$ cat src/rtl/div_pkg.sv
// Shared definitions for the sequential divider: default width, FSM encodings and
// the ALU opcode that selects the divide operation.
package div_pkg;

   localparam int WIDTH_DEFAULT = 32;

   // Control unit and ALU decode both key off this opcode
   localparam logic [3:0] DIV = 4'b0011;

   typedef enum logic [2:0] {
      IDLE = 3'd0,
      LOAD = 3'd1,
      CALC = 3'd2,
      FIX  = 3'd3,
      DONE = 3'd4
   } div_state_e;

endpackage

$ cat src/rtl/div_step.sv
// One restoring-division iteration: shift {acc, q} left, try subtracting the divisor,
// keep the difference and set the quotient bit when it does not go negative.
module div_step
   import div_pkg::*;
#(
   parameter int W = WIDTH_DEFAULT
) (
   input  logic [W-1:0] acc_i,
   input  logic [W-1:0] q_i,
   input  logic [W-1:0] dvs_i,
   output logic [W-1:0] acc_o,
   output logic [W-1:0] q_o
);

   logic [W:0] shifted_s;
   logic [W:0] trial_s;

   // Trial subtraction carries one extra bit so its MSB is the borrow
   always_comb begin
      shifted_s = {acc_i, q_i[W-1]};
      trial_s   = shifted_s - {1'b0, dvs_i};
      if (!trial_s[W]) begin
         acc_o = trial_s[W-1:0];
         q_o   = {q_i[W-2:0], 1'b1};
      end else begin
         acc_o = shifted_s[W-1:0];
         q_o   = {q_i[W-2:0], 1'b0};
      end
   end

endmodule

$ cat src/rtl/seq_divider.sv
// Multi-cycle restoring divider with fixed WIDTH+2 latency; presents {remainder, quotient}
// on z_out and pulses done when the result is ready.
module seq_divider
   import div_pkg::*;
#(
   parameter int WIDTH = WIDTH_DEFAULT
) (
   input  logic               Clock,
   input  logic               clear,
   input  logic               start,
   input  logic               is_signed,
   input  logic [WIDTH-1:0]   dividend,
   input  logic [WIDTH-1:0]   divisor,
   output logic               busy,
   output logic               done,
   output logic               div_by_zero,
   output logic [2*WIDTH-1:0] z_out
);

   localparam int CNT_W = $clog2(WIDTH);
   localparam logic [CNT_W-1:0] CNT_ONE  = CNT_W'(1);
   localparam logic [CNT_W-1:0] CNT_LAST = CNT_W'(WIDTH - 1);
   localparam logic [WIDTH-1:0] ONE      = WIDTH'(1);
   localparam logic [WIDTH-1:0] ZERO     = WIDTH'(0);

   div_state_e         state_q, state_d;
   logic [CNT_W-1:0]   cnt_q, cnt_d;
   logic [WIDTH-1:0]   acc_q, acc_d;
   logic [WIDTH-1:0]   q_q, q_d;
   logic [WIDTH-1:0]   dvs_q, dvs_d;
   logic               sgn_q, sgn_d;
   logic               sq_q, sq_d;
   logic               sr_q, sr_d;
   logic [2*WIDTH-1:0] z_q, z_d;
   logic               dbz_q, dbz_d;
   logic               busy_q, busy_d;
   logic               done_q, done_d;

   logic               accept_s;
   logic [WIDTH-1:0]   step_acc_s;
   logic [WIDTH-1:0]   step_q_s;

   div_step #(.W(WIDTH)) u_step (
      .acc_i (acc_q),
      .q_i   (q_q),
      .dvs_i (dvs_q),
      .acc_o (step_acc_s),
      .q_o   (step_q_s)
   );

   // Next-state logic: FSM sequencing plus the datapath register updates for each phase
   always_comb begin
      state_d  = state_q;
      cnt_d    = cnt_q;
      acc_d    = acc_q;
      q_d      = q_q;
      dvs_d    = dvs_q;
      sgn_d    = sgn_q;
      sq_d     = sq_q;
      sr_d     = sr_q;
      z_d      = z_q;
      dbz_d    = dbz_q;
      accept_s = start && ((state_q == IDLE) || (state_q == DONE));

      case (state_q)
         IDLE, DONE: begin
            if (accept_s) begin
               state_d = LOAD;
               q_d     = dividend;
               dvs_d   = divisor;
               sgn_d   = is_signed;
               dbz_d   = 1'b0;
            end else begin
               state_d = IDLE;
            end
         end
         LOAD: begin
            // Magnitudes wrap mod 2^WIDTH, so the most negative value maps to itself
            q_d     = (sgn_q && q_q[WIDTH-1])   ? (~q_q + ONE)   : q_q;
            dvs_d   = (sgn_q && dvs_q[WIDTH-1]) ? (~dvs_q + ONE) : dvs_q;
            sq_d    = sgn_q && (q_q[WIDTH-1] ^ dvs_q[WIDTH-1]);
            sr_d    = sgn_q && q_q[WIDTH-1];
            acc_d   = ZERO;
            cnt_d   = CNT_LAST;
            state_d = CALC;
         end
         CALC: begin
            acc_d = step_acc_s;
            q_d   = step_q_s;
            cnt_d = cnt_q - CNT_ONE;
            if (cnt_q == {CNT_W{1'b0}}) begin
               state_d = FIX;
            end else begin
               state_d = CALC;
            end
         end
         FIX: begin
            z_d     = {(sr_q ? (~acc_q + ONE) : acc_q), (sq_q ? (~q_q + ONE) : q_q)};
            dbz_d   = (dvs_q == ZERO);
            state_d = DONE;
         end
         default: begin
            state_d = IDLE;
         end
      endcase

      busy_d = (state_d == LOAD) || (state_d == CALC) || (state_d == FIX);
      done_d = (state_d == DONE);
   end

   // State and datapath registers; clear wipes everything immediately
   always_ff @(posedge Clock or negedge clear) begin
      if (!clear) begin
         state_q <= IDLE;
         cnt_q   <= {CNT_W{1'b0}};
         acc_q   <= ZERO;
         q_q     <= ZERO;
         dvs_q   <= ZERO;
         sgn_q   <= 1'b0;
         sq_q    <= 1'b0;
         sr_q    <= 1'b0;
         z_q     <= {(2*WIDTH){1'b0}};
         dbz_q   <= 1'b0;
         busy_q  <= 1'b0;
         done_q  <= 1'b0;
      end else begin
         state_q <= state_d;
         cnt_q   <= cnt_d;
         acc_q   <= acc_d;
         q_q     <= q_d;
         dvs_q   <= dvs_d;
         sgn_q   <= sgn_d;
         sq_q    <= sq_d;
         sr_q    <= sr_d;
         z_q     <= z_d;
         dbz_q   <= dbz_d;
         busy_q  <= busy_d;
         done_q  <= done_d;
      end
   end

   assign busy        = busy_q;
   assign done        = done_q;
   assign div_by_zero = dbz_q;
   assign z_out       = z_q;

endmodule
$ cat config.mk
export PLATFORM = sky130hd
export DESIGN_NAME = seq_divider
export DESIGN_NICKNAME = d
export VERILOG_FILES = /design/src/rtl/div_pkg.sv /design/src/rtl/div_step.sv /design/src/rtl/seq_divider.sv
export SDC_FILE = /design/constraint.sdc
export NUM_CORES = 1
export LEC_CHECK = 0
export ABC_CLOCK_PERIOD_IN_PS = 10450
export CAP_MARGIN = 5
export CORE_ASPECT_RATIO = 2
export CORE_UTILIZATION = 50
export DETAILED_ROUTE_END_ITERATION = 8
export PLACE_DENSITY_LB_ADDON = 0.2
export SLEW_MARGIN = 40
export SYNTH_ARGS = -nofsm -noshare
export SYNTH_HDL_FRONTEND = slang
export SYNTH_SLANG_ARGS = --single-unit
$ cat constraint.sdc
create_clock -name Clock -period 10.45 [get_ports Clock]
set_input_delay 1.045 -clock Clock [delete_from_list [all_inputs] [get_ports Clock]]
set_output_delay 1.045 -clock Clock [all_outputs]
set_load 0.005 [all_outputs]
==> results.ini, run 1 <==
[status]
status=finished, final reports clean

[die]
core_region_area_mm2=0.02159
io_pins=135
start_util_pct=51.28
fp-row-count=76
design.die.area_mm2=0.02277
fp.dieH_um=212.4
fp.dieW_um=107.2

[setup_path]
timing.critical_path.to_type=register
cp_data_arrival_time_ns=4.27
ff2ff_setup_slack_ns=6.48
crit-reg2reg-capture=acc_q[7]$_DFFE_PN0N_
critical_path_class=reg2reg
worst_case_reg_to_reg_path_depth=14
worst_flop_to_flop_path_startpoint=q_q[31]$_DFFE_PN0P_
worst_ep_required_time_ns=10.75
worstPathMaxFanout=22
worstSetupStartpointType=register

[clock_tree]
clock_insertion_delay_worst_skew_ns=0.46
cts_setup_buffers=0
tritoncts=done
clockRootBuffer=clkbuf_16
postCtsHoldBufs=0
cts.repair.resized=0
cts.sinks=174
clk_transition_reported_paths_ns=0.08
clk_path_buf_depth=2
cts.htree.levels=4
numCtsBuffers=17

[grt]
number_of_global_route_vias_before_repair=9948
grt_pass1_wl_um=50580
grt_antenna_before_repair=0
largest_net_degree_at_the_start_of_global_routing=132
globalRoute.totalOverflow=0
grtUsageTotal_pct=29.08

[yosys]
yosys_register_bits=174
synth.yosys.seq_area_share_pct=39.34
syn_area_per_cell_um2=8.360
synthTopCellsByCount=198 x nand2_1, 191 x o21ai_0, 174 x dfrtp_1, 79 x clkbuf_1, 74 x a21oi_1
synthCells=1324
number_of_flops_mapped_to_enable_cells_by_yosys=0
yosysMostFrequentCell=nand2_1
syn-num-nets=1429
ys_types=60
async_reset_ff_share_pct=100.0
synthesis.area_mm2=0.01107
synthFlopType=dfrtp_1
yosys_warnings=0
synth_area_leaders=dfrtp_1 39%, o21ai_0 8.6%, nand2_1 6.7%
synth_largest_type_area_fraction_pct=39.34
synth_top_area_cell=dfrtp_1

[finish]
fin_util_pct=60.80
layout.filler_cells=1937
syn2layout_area_growth_pct=18.58
diodes=0
final_nets=1503
drive_above_1_share_pct=5.245
multi_input_comb_area_mm2=0.006226
area.sequential_mm2=0.004355
stdcell_count=1684

[drt]
drt_iter0_drc=500
drt_first_pass_iters=5
num_vias=10110
detail_route.vias_per_cell=6.002
routedWlPerCell_um=19.03
ant_nets=0
total_length_of_routed_wires_um=32050
post-route-drc-count=0

[pwr]
power_density_mw_per_mm2=323.1
switchingPower_w=0.001979
switching_share_pct=46.66
design_power_total_w=0.004241
clock_share_of_power_pct=14.7
seq_power_share_pct=30.9
ir_worst_vdd_uv=196.1
internal_power_w=0.002262
leakagePower_nw=5.586
pwr-share-comb_pct=54.3

[placed_design]
port_buffers=134
placed_instances=1652
gpl_wtd_cong=0.9347
detailedPlacementHpwl_um=23070

[timing]
worst_pin_slew_ns=0.8264
report.final.hold_viol_count=0
setup_viol_count_final=0
timing.final.crit_period_ns=3.967
totalNegativeSetupSlack_ns=0
clock.fmax_mhz=252.1
timing.hold.ws_ns=0.4720
slew_headroom_pct=44.90
period_share_pct=37.97
final-max-slew-violation-count=0
rsz0062_at_grt=false
fin_worst_skew_ns=0.01504

[min_path]
hold_class=reg2reg
hold_path.startpoint=sq_q$_DFFE_PN0P_
timing.hold.worst_path_depth=2
timing.hold.worst_endpoint=sq_q$_DFFE_PN0P_

[job]
timing.max_cap.violations=0

power by group through the flow:
stage | Combinational (W) | Sequential, W | Clock (W)
floorplan | 0.00164 | 0.00119 | 0
global placement | 0.00225 | 0.00131 | 0
detailed placement | 0.00230 | 0.00132 | 0
CTS | 0.00231 | 0.00131 | 0.000640
global route | 0.00256 | 0.00136 | 0.000664
finish | 0.00230 | 0.00131 | 0.000624
through the flow:
| stage | worst slack (ns) | cell area (µm²) |
|---|---|---|
| after floorplan | 6.732 | 11070 |
| after global placement | 6.629 | 12530 |
| after detailed placement | 6.503 | 12540 |
| after CTS | 6.482 | 13120 |
| after global routing | 6.156 | 13130 |
| final | 6.483 | 13130 |
cell usage in the layout, fill, tap and decap left out, types with 30 or more instances in the layout:
| master | synthesis | layout |
|---|---|---|
| nand2_1 | 198 | 196 |
| dfrtp_1 | 174 | 173 |
| nand3_1 | 31 | 31 |
| mux2i_1 | 30 | 30 |
| nor3_1 | 36 | 35 |
| a21oi_1 | 74 | 73 |
| inv_1 | 49 | 49 |
| xor2_1 | 71 | 71 |
| nor2_1 | 49 | 48 |
| ha_1 | 36 | 36 |
| o21ai_0 | 191 | 190 |
| clkdlybuf4s50_1 | 0 | 133 |
state kept, by name (all words and copies together) (netlist names), 3 cells and up:
signal,count
acc_q,32
dvs_q,32
state_q,3
z_out,64
cnt_q,5
q_q,32
per-layer routing:
metal | GRT usage [%] | wire length, µm | up-vias
met5 | 0 | 0 | -
li1 | - | - | 4889
met2 | 52.37 | 16980 | 301
met3 | 4.200 | 1167 | 96
met1 | 29.61 | 11410 | 4821
met4 | 22.67 | 2489 | 0
critical path: stages, from the launching register on:
cell      delay [ns]
dfrtp_1         0.44
inv_1           0.11
ha_1            0.23
fa_1            0.39
nand2b_1        0.18
a21oi_1         0.15
o21ai_0         0.14
o21ai_0         0.43
a21oi_1         0.18
or4_1           0.54
and3_1          0.17
nor3_2          0.19
buf_4           0.34
mux2i_1         0.22
o21ai_0         0.09
cells by family (layout without fill, tap and decap cells):
group,count (synthesis),after routing,share of synthesized area [%]
simple gates,433,433,18.94
compound gates,415,415,22.37
flops,174,174,39.34
buf+inv,141,228,4.906
xor+xnor,92,92,7.280
fa+ha+maj,37,37,4.250
mux,32,32,2.917
final cells by class:
class | count | share of cell area, %
clock buffer | 17 | 3.241
inverter | 49 | 1.401
multi-input combinational | 1009 | 47.44
tap | 273 | 2.602
timing repair buffer | 147 | 11.00
clock inverter | 15 | 1.134
sequential | 174 | 33.18
how the worst max path moves through the flow:
stage	from	to	cells after the start	slack [ns]
5_1_grt	q_q[31]$_DFFE_PN0P_	acc_q[24]$_DFFE_PN0N_	14	6.16
3_5_place_dp	q_q[31]$_DFFE_PN0P_	acc_q[29]$_DFFE_PN0N_	14	6.50
4_1_cts	q_q[31]$_DFFE_PN0P_	acc_q[7]$_DFFE_PN0N_	14	6.48
3_3_place_gp	q_q[31]$_DFFE_PN0P_	acc_q[29]$_DFFE_PN0N_	14	6.63
6_report	q_q[31]$_DFFE_PN0P_	acc_q[7]$_DFFE_PN0N_	14	6.48
2_1_floorplan	q_q[31]$_DFFE_PN0P_	acc_q[29]$_DFFE_PN0N_	15	6.73
No activity file was read; power rests on OpenSTA's default activity.
==> inputs of run 2 (changes only) <==
--- a/config.mk
+++ b/config.mk
@@ -5,7 +5,7 @@
 export SDC_FILE = /design/constraint.sdc
 export NUM_CORES = 1
 export LEC_CHECK = 0
-export ABC_CLOCK_PERIOD_IN_PS = 10450
+export ABC_CLOCK_PERIOD_IN_PS = 3800
 export CAP_MARGIN = 5
 export CORE_ASPECT_RATIO = 2
 export CORE_UTILIZATION = 50
==> constraint.sdc (replaced) <==
create_clock -name Clock -period 3.8 [get_ports Clock]
set_input_delay 0.38 -clock Clock [delete_from_list [all_inputs] [get_ports Clock]]
set_output_delay 0.38 -clock Clock [all_outputs]
set_load 0.005 [all_outputs]
==> results.ini, run 2 (synthesized netlist as in run 1, its figures left out) <==
[placed_design]
placed_instances=1672  ; was 1652
placement.cell_area_mm2=0.01274  ; was 0.01254 mm²
post-place-ws_ns=0.1455  ; was 6.503 ns
port_buffers=134  ; unchanged
gpl_wtd_cong=1.012  ; was 0.9347
detailedPlacementHpwl_um=24240  ; was 23070 µm

[setup_path]
ff2ff_setup_slack_ns=0.12  ; was 6.48 ns
worst_flop_to_flop_path_startpoint=q_q[12]$_DFFE_PN0P_  ; was q_q[31]$_DFFE_PN0P_
worst_ep_required_time_ns=4.13  ; was 10.75 ns
worstSetupStartpointType=register  ; unchanged
worst_case_reg_to_reg_path_depth=9  ; was 14
worstPathMaxFanout=6  ; was 22
timing.critical_path.to_type=register  ; unchanged
critical_path_class=reg2reg  ; unchanged
cp_data_arrival_time_ns=4.01  ; was 4.27 ns
crit-reg2reg-capture=q_q[30]$_DFFE_PN0P_  ; was acc_q[7]$_DFFE_PN0N_

[timing]
final-max-slew-violation-count=0  ; unchanged
timing.hold.ws_ns=0.4135  ; was 0.4720 ns
period_share_pct=96.73  ; was 37.97%
totalNegativeSetupSlack_ns=0  ; unchanged
clock.fmax_mhz=272.1  ; was 252.1 MHz
slew_headroom_pct=48.59  ; was 44.90%
final_critical_path_setup_slack_ns=0.1243  ; was 6.483 ns
rsz0062_at_grt=true  ; was false
worst_pin_slew_ns=0.7641  ; was 0.8264 ns
report.final.hold_viol_count=0  ; unchanged
fin_worst_skew_ns=0.007122  ; was 0.01504 ns
setup_viol_count_final=0  ; unchanged
timing.final.crit_period_ns=3.676  ; was 3.967 ns

[finish]
diodes=0  ; unchanged
drive_above_1_share_pct=6.629  ; was 5.245%
stdcell_count=1706  ; was 1684
layout_commonest_cell=nand2_1  ; unchanged
flip_flop_count_of_the_largest_register_after_layout=64  ; unchanged
finalInstanceArea_mm2=0.01341  ; was 0.01313 mm²
syn2layout_area_growth_pct=21.12  ; was 18.58%
final_nets=1525  ; was 1503
layout_common_cells=197 x nand2_1, 190 x o21ai_0, 172 x dfrtp_1, 133 x clkdlybuf4s50_1, 73 x a21oi_1  ; was 196 x nand2_1, 190 x o21ai_0, 173 x dfrtp_1, 133 x clkdlybuf4s50_1, 73 x a21oi_1

[drt]
num_vias=10350  ; was 10110
ant_nets=0  ; unchanged
post-route-drc-count=0  ; unchanged
drt_first_pass_iters=5  ; unchanged
detail_route.vias_per_cell=6.064  ; was 6.002
drt_iter0_drc=640  ; was 500
total_length_of_routed_wires_um=33280  ; was 32050 µm
routedWlPerCell_um=19.51  ; was 19.03 µm

[die]
io_pins=135  ; unchanged
fp.dieW_um=107.2  ; unchanged
design.die.area_mm2=0.02277  ; unchanged
fp-row-count=76  ; unchanged
core_region_area_mm2=0.02159  ; unchanged
fp.dieH_um=212.4  ; unchanged
start_util_pct=51.28  ; unchanged

[clock_tree]
clock_insertion_delay_worst_skew_ns=0.46  ; about the same
cts.sinks=174  ; unchanged
tritoncts=done  ; unchanged
cts.htree.levels=4  ; unchanged
cts_setup_buffers=0  ; unchanged
clk_path_buf_depth=2  ; unchanged
clk_transition_reported_paths_ns=0.07  ; was 0.08 ns
clockRootBuffer=clkbuf_16  ; unchanged
numCtsBuffers=17  ; unchanged

[min_path]
hold_class=in2async  ; was reg2reg

[grt]
largest_net_degree_at_the_start_of_global_routing=132  ; unchanged
grtUsageTotal_pct=30.28  ; was 29.08%
number_of_global_route_vias_before_repair=10240  ; was 9948
globalRoute.totalOverflow=0  ; unchanged
grt_pass1_wl_um=52380  ; was 50580 µm
grt_antenna_before_repair=0  ; unchanged

[pwr]
seq_power_share_pct=29.7  ; was 30.9%
switching_share_pct=45.64  ; was 46.66%
ir_worst_vdd_uv=454.0  ; was 196.1 µV
power_density_mw_per_mm2=905.1  ; was 323.1 mW/mm²
leakagePower_nw=5.734  ; was 5.586 nW
clock_share_of_power_pct=15.3  ; was 14.7%
switchingPower_w=0.005537  ; was 0.001979 W
pwr-share-comb_pct=55.0  ; was 54.3%
internal_power_w=0.006596  ; was 0.002262 W

[job]
timing.max_cap.violations=0  ; unchanged

[status]
status=finished, final reports clean  ; unchanged

-- run 2: cell count changes in the layout (fill, tap and decap cells not counted), sizes merged --
cell	change
clkinvlp	+1
inv	-4
buf	+21
dlygate4sd3	+1
bufinv	+3
-- run 2: critical path, cell delays in order, from the launching register on --
cell and delay, ns:
dfrtp_1 0.44, or4_4 0.57, or4_1 0.57, or2_1 0.29, or3_1 0.40, or3_1 0.42, or3_1 0.37, nor3b_1 0.16
a221oi_1 0.21, o21ai_0 0.12
-- run 2: how the worst max path moves through the flow --
stage	slack [ns]	depth (start not counted)	from	endpoint
after global routing	-0.0007	14	q_q[31]$_DFFE_PN0P_	acc_q[17]$_DFFE_PN0N_
after global placement	0.22	9	q_q[12]$_DFFE_PN0P_	z_out[31]$_DFFE_PN0P_
after CTS	0.12	9	q_q[12]$_DFFE_PN0P_	q_q[30]$_DFFE_PN0P_
final	0.12	9	q_q[12]$_DFFE_PN0P_	q_q[30]$_DFFE_PN0P_
after detailed placement	0.15	9	q_q[12]$_DFFE_PN0P_	q_q[30]$_DFFE_PN0P_
after floorplan	0.08	15	q_q[31]$_DFFE_PN0P_	acc_q[29]$_DFFE_PN0N_
-- run 2: per-layer routing --
layer  GRT usage, %  vias up  part of all wire, %
li1               -     4928                    -
met1          29.82     4976                   34
met2          56.40      327                   54
met3          3.709      115                  3.5
met4          23.05        0                  7.7
met5              0        -                    0
-- run 2: metrics by stage --
step                      utilization [%]  total power [W]
after detailed placement            59.03          0.01022
after CTS                           61.92          0.01211
after global placement              58.72         0.009995
after floorplan                         -         0.007791
after global routing                62.10          0.01304
final                               62.10          0.01213
-- run 2: power groups by stage --
| stage | clock network [W] | registers, W | logic, W |
|---|---|---|---|
| finish | 0.00186 | 0.00360 | 0.00668 |
| global route | 0.00196 | 0.00370 | 0.00738 |
| CTS | 0.00189 | 0.00358 | 0.00664 |
| detailed placement | 0 | 0.00362 | 0.00660 |
| global placement | 0 | 0.00357 | 0.00642 |
| floorplan | 0 | 0.00329 | 0.00451 |
-- run 2: layout make-up --
type / instances / area, µm²
Fill cell: 1898 / 8180
Timing Repair Buffer: 169 / 1679
Inverter: 49 / 183.9
Multi-Input combinational cell: 1009 / 6231
Tap cell: 273 / 341.6
Clock buffer: 17 / 425.4
Sequential cell: 174 / 4357
Clock inverter: 15 / 187.7
-- run 2: repair_timing --
| item | CTS | global route |
|---|---|---|
| resized for setup | 0 | 2 |
| endpoints found under the hold margin | 79 | 0 |
| hold buffers | 1 | 0 |
| endpoints found under the setup margin | 0 | 3 |
